File: config.mk
export PLATFORM = sky130hd
export DESIGN_NAME = tick_sequencer
export DESIGN_NICKNAME = d
export VERILOG_FILES = /design/src/rtl/tick_sequencer_pkg.sv /design/src/rtl/tick_prescaler.sv /design/src/rtl/tick_sequencer.sv
export SDC_FILE = /design/constraint.sdc
export NUM_CORES = 1
export LEC_CHECK = 0
export CORE_UTILIZATION = 40
export CTS_CLUSTER_SIZE = 28
export DETAILED_ROUTE_END_ITERATION = 10
export DONT_BUFFER_PORTS = 1
export PLACE_DENSITY = 0.57
export SLEW_MARGIN = 30
export SYNTH_ARGS = -nofsm -noshare
export SYNTH_HDL_FRONTEND = slang
export SYNTH_SLANG_ARGS = --single-unit
File: constraint.sdc
create_clock -name src_clk -period 8.75 [get_ports src_clk]
set_input_delay 1.3125 -clock src_clk [delete_from_list [all_inputs] [get_ports src_clk]]
set_output_delay 1.3125 -clock src_clk [all_outputs]
set_load 0.01 [all_outputs]
File: src/rtl/tick_sequencer_pkg.sv
// Shared definitions for tick-domain blocks: sequencer FSM state encoding and
// the prescaler divide-ratio helper.
package tick_sequencer_pkg;

    typedef enum logic [1:0] {
        ST_IDLE = 2'd0,
        ST_RUN  = 2'd1,
        ST_DONE = 2'd2
    } seq_state_e;

    // Source cycles per tick; callers must keep the ratio at 2 or more.
    function automatic int tick_div(input int src_freq, input int tick_freq);
        return src_freq / tick_freq;
    endfunction

endpackage

File: src/rtl/tick_prescaler.sv
// Resettable tick prescaler: counts 0..DIV-1 while run is high and emits a
// single-cycle pulse on the terminal count. The count is held at 0 while idle.
module tick_prescaler #(
    parameter int DIV = 4
) (
    input  logic src_clk,
    input  logic rst_n,
    input  logic run,
    output logic pulse
);

    localparam int               CNT_W   = (DIV > 1) ? $clog2(DIV) : 1;
    localparam logic [CNT_W-1:0] CNT_MAX = CNT_W'(DIV - 1);

    logic [CNT_W-1:0] cnt;

    always_ff @(posedge src_clk or negedge rst_n) begin
        if (!rst_n) begin
            cnt <= '0;
        end else if (!run || (cnt == CNT_MAX)) begin
            cnt <= '0;
        end else begin
            cnt <= cnt + CNT_W'(1);
        end
    end

    assign pulse = run && (cnt == CNT_MAX);

endmodule

File: src/rtl/tick_sequencer.sv
// Programmable phase sequencer: holds each phase for a configured number of
// ticks, reports the active phase, and pulses done after the final phase.
//
//   state   | meaning
//   --------+------------------------------------------------------------
//   ST_IDLE | waiting for start; duration registers writable
//   ST_RUN  | prescaler running, stepping phases 0..last
//   ST_DONE | single-cycle completion pulse; registers writable
module tick_sequencer
    import tick_sequencer_pkg::*;
#(
    parameter  int SRC_FREQ   = 5000,
    parameter  int TICK_FREQ  = 1,
    parameter  int NUM_PHASES = 4,
    parameter  int DUR_W      = 8,
    localparam int PH_W       = $clog2(NUM_PHASES)
) (
    input  logic              src_clk,
    input  logic              rst_n,
    input  logic              cfg_we,
    input  logic [PH_W-1:0]   cfg_addr,
    input  logic [DUR_W-1:0]  cfg_dur,
    input  logic [PH_W-1:0]   seq_last,
    input  logic              start,
    input  logic              abort,
    output logic              busy,
    output logic [PH_W-1:0]   phase,
    output logic              tick_pulse,
    output logic              done
);

    localparam int              DIV        = tick_div(SRC_FREQ, TICK_FREQ);
    localparam logic [PH_W-1:0] LAST_MAX   = PH_W'(NUM_PHASES - 1);
    localparam logic [PH_W:0]   NUM_PH_EXT = (PH_W + 1)'(NUM_PHASES);

    seq_state_e       state_q;
    seq_state_e       state_d;

    logic [DUR_W-1:0] dur_q [NUM_PHASES];
    logic [DUR_W-1:0] dur_cur;
    logic [DUR_W-1:0] dur_eff;
    logic [DUR_W-1:0] tick_cnt_q;
    logic [PH_W-1:0]  phase_q;
    logic [PH_W-1:0]  last_q;

    logic run_en;
    logic start_acc;
    logic abort_run;
    logic phase_end;
    logic final_end;
    logic cfg_ok;

    tick_prescaler #(
        .DIV (DIV)
    ) u_prescaler (
        .src_clk (src_clk),
        .rst_n   (rst_n),
        .run     (run_en),
        .pulse   (tick_pulse)
    );

    assign run_en    = (state_q == ST_RUN);
    assign start_acc = (state_q == ST_IDLE) && start && !abort;
    assign abort_run = (state_q == ST_RUN) && abort;
    assign cfg_ok    = cfg_we && (state_q != ST_RUN) && ({1'b0, cfg_addr} < NUM_PH_EXT);

    // A programmed duration of zero behaves like one tick.
    always_comb begin
        dur_cur   = dur_q[phase_q];
        dur_eff   = (dur_cur == '0) ? DUR_W'(1) : dur_cur;
        phase_end = tick_pulse && (tick_cnt_q == (dur_eff - DUR_W'(1)));
        final_end = phase_end && (phase_q == last_q);
    end

    always_ff @(posedge src_clk or negedge rst_n) begin
        if (!rst_n) begin
            for (int i = 0; i < NUM_PHASES; i++) begin
                dur_q[i] <= DUR_W'(1);
            end
        end else if (cfg_ok) begin
            dur_q[cfg_addr] <= cfg_dur;
        end
    end

    always_ff @(posedge src_clk or negedge rst_n) begin
        if (!rst_n) begin
            last_q <= '0;
        end else if (start_acc) begin
            last_q <= (seq_last > LAST_MAX) ? LAST_MAX : seq_last;
        end
    end

    // Phase holds through DONE so the final index stays visible for that cycle.
    always_ff @(posedge src_clk or negedge rst_n) begin
        if (!rst_n) begin
            phase_q    <= '0;
            tick_cnt_q <= '0;
        end else if (start_acc || abort_run || (state_q == ST_DONE)) begin
            phase_q    <= '0;
            tick_cnt_q <= '0;
        end else if (run_en && tick_pulse) begin
            if (phase_end) begin
                tick_cnt_q <= '0;
                if (!final_end) begin
                    phase_q <= phase_q + PH_W'(1);
                end
            end else begin
                tick_cnt_q <= tick_cnt_q + DUR_W'(1);
            end
        end
    end

    always_ff @(posedge src_clk or negedge rst_n) begin
        if (!rst_n) begin
            state_q <= ST_IDLE;
        end else begin
            state_q <= state_d;
        end
    end

    always_comb begin
        state_d = state_q;
        unique case (state_q)
            ST_IDLE: if (start_acc) state_d = ST_RUN;
            ST_RUN: begin
                if (abort) begin
                    state_d = ST_IDLE;
                end else if (final_end) begin
                    state_d = ST_DONE;
                end
            end
            ST_DONE: state_d = ST_IDLE;
            default: state_d = ST_IDLE;
        endcase
    end

    always_comb begin
        busy  = 1'b0;
        done  = 1'b0;
        phase = phase_q;
        unique case (state_q)
            ST_RUN:  busy = 1'b1;
            ST_DONE: done = 1'b1;
            default: ;
        endcase
    end

endmodule

==> impl.org <==
** Clock network
- Number of hold-repair buffers added at the cts stage :: 0
- Clock-pin slew was measured on the worst setup and hold paths at 0.07 ns.
- Post CTS Setup Buffer Count :: 0
- For the worst-skew pair, the clock arrives at the later sink with an insertion delay of 0.34 ns.
- Bufs on Longest Clock Path :: 2
- CTS placed an instance of sky130_fd_sc_hd__clkbuf_8 at the clock tree root.
- Once the clock tree was built, the resizer swapped 0 gates to a different size.
- Total clock sinks :: 59
- Clock tree from TritonCTS :: yes
- In this run the number of H-tree levels came out at 3.
- TritonCTS buffer count :: 9

** Setup path
- Critical register-to-register path startpoint :: phase[0]
- Required @ worst endpoint :: 8.94 ns
- Crit-path max FO :: 16
- The worst setup path is of the reg -> reg kind.
- Startpoint Class :: register
- Endpoint class of the critical path :: register
- Data arrives at the worst endpoint at 4.65 ns.
- The critical path starts at phase[0].

** GRT
- Entering global routing, the biggest net connects 60 pins.
- Initial antenna violation count :: 0
- The first global-routing pass estimated 10900 µm of wire.
- Overall fraction of global-route tracks in use :: 17.1%
- Via count of the first global-routing pass :: 2148
- Overflow after GRT :: 0

** Drt
- After detailed routing, the total wire length is 6330 µm.
- Number of violations reported at the end of detailed-routing iteration 0 :: 70
- In the final routed layout, each cell accounts on average for 16.7 µm.
- Iteration count of the initial detailed-routing pass :: 4
- In the routed layout, each cell is associated on average with a via count of 5.40.
- Met2 wire length :: 2970 µm
- Once detail routing completed, the nets flagged for antenna violations numbered 0.
- DRT met1 WL :: 3020 µm
- Total via count after detailed routing :: 2052
- Routed signal wires occupy layers up through met4.
- After detailed routing, the met3 layer carries 244 µm of wire.
- Post-route DRC violation count :: 0

** Floorplanning
- Y dimension of the die :: 91.6 µm
- Width of the die :: 91.6 µm
- During I/O placement, the number of pins put on the boundary was 22.
- The floorplan has 32 rows.
- Floorplan die area :: 8400 µm²
- After floorplanning, the core was sized to cover 7770 µm².
- The initial utilization of the core area, before any placement, comes to 41.4%.

** Pwr
- Net switching is 25.1% of the power.
- The clock network burns 38.0% of the power.
- Combinational logic burns 16.2% of the power.
- Cell Int Power :: 0.545 mW
- For this design the static power due to leakage is 1.44 nW.
- Per report_power, the sequential group accounts for 45.8% of the total.
- Power spread over the standard cell area amounts to 207 nW/µm².
- The worst-case IR drop observed on VDD is 0.130 mV.
- Switching Power :: 0.183 mW

** STA
- Dividing the final minimum period by the clock period gives 50.9%.
- Worst slew margin relative to its limit :: 50.0%
- RSZ-0062 raised after global routing :: no
- In the final timing run, aggregate negative setup slack is 0 ns.
- Number of failing setup endpoints in the final timing report :: 0
- The clock period could shrink to 4.46 ns.
- Transition time of the tightest slew-check pin :: 0.739 ns
- PnR worst setup slack :: 4.29 ns
- Max-slew violation count :: 0
- On the final layout, the worst clock skew is 0.0136 ns.
- Derived from the worst setup path, the maximum achievable clock frequency is 224 MHz.
- Hold violation total from the final report :: 0

** Logic synthesis
- Synthesis inferred 59 register bits.
- Per-instance average area after synthesis :: 12.0 µm²
- Yosys top cell area share :: 42.8%
- Distinct cells, synth :: 55
- Main area contributors after synthesis :: sky130_fd_sc_hd__dfrtp_1 43%, sky130_fd_sc_hd__mux2_2 12%, sky130_fd_sc_hd__xor2_1 4.4%
- Most used flip-flop cell after synthesis :: sky130_fd_sc_hd__dfrtp_1
- Synthesized instance count :: 267
- After synthesis, flip-flops and latches occupy 46.1% of the total area.
- Most area-hungry cell type in the Yosys netlist :: sky130_fd_sc_hd__dfrtp_1
- Synthesized area :: 3210 µm²
- The number of nets handed over by synthesis was 287.
- Number of warnings reported in the yosys synthesis log :: 0
- After synthesis, the share of flip-flops with an asynchronous set or reset is 100%.
- Yosys mapped a number of flops with a built-in enable equal to 0.

** Min path
- Origin of the worst min-delay path :: u_prescaler.cnt[0]
- The tightest min-delay check is of the reg -> reg type.

** Placement
- Setup WS pre-CTS :: 4.25 ns
- After detailed placement, the total cell area comes to 3300 µm².
- Buffers placed on the I/O ports in this run total 0.
- At the end of routability-driven placement, the weighted congestion stood at 0.829.
- Summed over all nets, the half-perimeter wirelength after detailed placement is 4400 µm.

** Layout
- Total Nets Final :: 293
- Cell area after layout :: 3520 µm²
- The repair_antennas step left the layout with diodes totalling 0.
- Share of final-layout standard cells stronger than drive strength 1 :: 26.3%
- Area delta synth->final :: 9.46%

** Run
- Number of maximum-capacitance violations :: 0

** Outcome
- The run finished with clean final reports.
[routing by layer]
metal / vias up / GRT usage [%]
met1: 1025 / 22.7
li1: 994 / -
met3: 8 / 4.73
met5: - / 0
met2: 25 / 26.3
met4: 0 / 6.88
[cells in the mapped netlist, types with 2 or more instances]
cell type                   n
sky130_fd_sc_hd__a21oi_1    5
sky130_fd_sc_hd__and2_1     3
sky130_fd_sc_hd__and3_1     7
sky130_fd_sc_hd__buf_6      2
sky130_fd_sc_hd__clkbuf_1   2
sky130_fd_sc_hd__dfrtp_1   55
sky130_fd_sc_hd__dfstp_2    4
sky130_fd_sc_hd__ha_1       3
sky130_fd_sc_hd__inv_1      5
sky130_fd_sc_hd__mux2_2    34
sky130_fd_sc_hd__mux2i_1    6
sky130_fd_sc_hd__mux4_1     4
sky130_fd_sc_hd__mux4_2     4
sky130_fd_sc_hd__nand2_1   13
sky130_fd_sc_hd__nand2b_1   6
sky130_fd_sc_hd__nand3_1   11
sky130_fd_sc_hd__nand3b_1   2
sky130_fd_sc_hd__nand4_1    3
sky130_fd_sc_hd__nand4b_1   2
sky130_fd_sc_hd__nor2_1    25
sky130_fd_sc_hd__nor3_1     2
sky130_fd_sc_hd__nor4_1     4
sky130_fd_sc_hd__nor4b_1    2
sky130_fd_sc_hd__o21ai_0    4
sky130_fd_sc_hd__o31ai_1    2
sky130_fd_sc_hd__or3_1      2
sky130_fd_sc_hd__or4bb_1    2
sky130_fd_sc_hd__or4bb_2    2
sky130_fd_sc_hd__xnor2_1   10
sky130_fd_sc_hd__xor2_1    16
[worst max-delay path: stages, from the launching register on]
cell and delay (ns):
sky130_fd_sc_hd__dfrtp_1 0.83, sky130_fd_sc_hd__mux4_2 0.66, sky130_fd_sc_hd__or4_4 0.58, sky130_fd_sc_hd__o21ba_1 0.24, sky130_fd_sc_hd__ha_1 0.26, sky130_fd_sc_hd__and4b_2 0.27
sky130_fd_sc_hd__or3_1 0.39, sky130_fd_sc_hd__a2111oi_1 0.45, sky130_fd_sc_hd__o2111a_4 0.34, sky130_fd_sc_hd__mux2i_1 0.20, sky130_fd_sc_hd__a21oi_1 0.09
[placed cells by master (no fill, tap or decap), types with 3 or more instances in the layout]
master                     netlist  final
sky130_fd_sc_hd__inv_1           5      5
sky130_fd_sc_hd__mux2_2         34     34
sky130_fd_sc_hd__and3_1          7      7
sky130_fd_sc_hd__nand2b_1        6      6
sky130_fd_sc_hd__nand3_1        11     11
sky130_fd_sc_hd__nor4_1          4      4
sky130_fd_sc_hd__nand4_1         3      3
sky130_fd_sc_hd__dfstp_2         4      4
sky130_fd_sc_hd__xnor2_1        10     10
sky130_fd_sc_hd__clkbuf_8        0     10
sky130_fd_sc_hd__mux2i_1         6      6
sky130_fd_sc_hd__nor2_1         25     25
sky130_fd_sc_hd__mux4_1          4      4
sky130_fd_sc_hd__nand2_1        13     13
sky130_fd_sc_hd__mux4_2          4      4
sky130_fd_sc_hd__xor2_1         16     16
sky130_fd_sc_hd__and2_1          3      3
sky130_fd_sc_hd__dfrtp_1        55     55
sky130_fd_sc_hd__ha_1            3      3
sky130_fd_sc_hd__o21ai_0         4      4
sky130_fd_sc_hd__a21oi_1         5      5
[power by group through the flow]
stage | combinational (mW) | sequential, mW | clock, mW
floorplan | 0.0991 | 0.331 | 0
global placement | 0.116 | 0.339 | 0
detailed placement | 0.117 | 0.339 | 0
CTS | 0.118 | 0.333 | 0.285
global route | 0.129 | 0.339 | 0.299
finish | 0.118 | 0.333 | 0.277
[per-stage QoR]
stage	power, mW	instances	utilization (%)	hold WS (ns)
2_1_floorplan	0.430	267	-	0.447
3_3_place_gp	0.455	364	42.5	0.472
3_5_place_dp	0.456	364	42.5	0.480
4_1_cts	0.736	380	45.3	0.490
5_1_grt	0.767	380	45.3	0.520
6_report	0.728	380	45.3	0.497
[cell families after synthesis]
family / after synthesis / synth area share (%)
mux: 48 / 19.9
flops: 59 / 46.1
fa+ha+maj: 3 / 1.17
compound gates: 20 / 5.26
buf+inv: 12 / 2.37
xor+xnor: 26 / 7.08
simple gates: 99 / 18.2
[state kept, by name (all words and copies together) (netlist names)]
| name | cells |
|---|---|
| state_q | 2 |
| u_prescaler.cnt | 13 |
| dur_q | 32 |
| last_q | 2 |
| phase | 2 |
| tick_cnt_q | 8 |
[final timing paths]
kind	to	slack [ns]	cells after the start
hold reg to reg	u_prescaler.cnt[0]	0.50	1
max in group asynchronous	dur_q[16]	7.87	0
hold / removal	u_prescaler.cnt[0]	0.50	1
setup reg to reg	phase[0]	4.29	10
min in group asynchronous	state_q[1]	0.67	0
setup / recovery	phase[0]	4.29	10
[area by class of cell]
type	instances	area [µm²]
clock inverter	4	73.8
timing repair buffer	2	15.0
inverter	5	18.8
clock buffer	12	145
sequential	59	1480
tap	102	128
multi-input combinational	196	1660
fill	741	4250
Note: power is estimated with default switching activity, not from simulation.
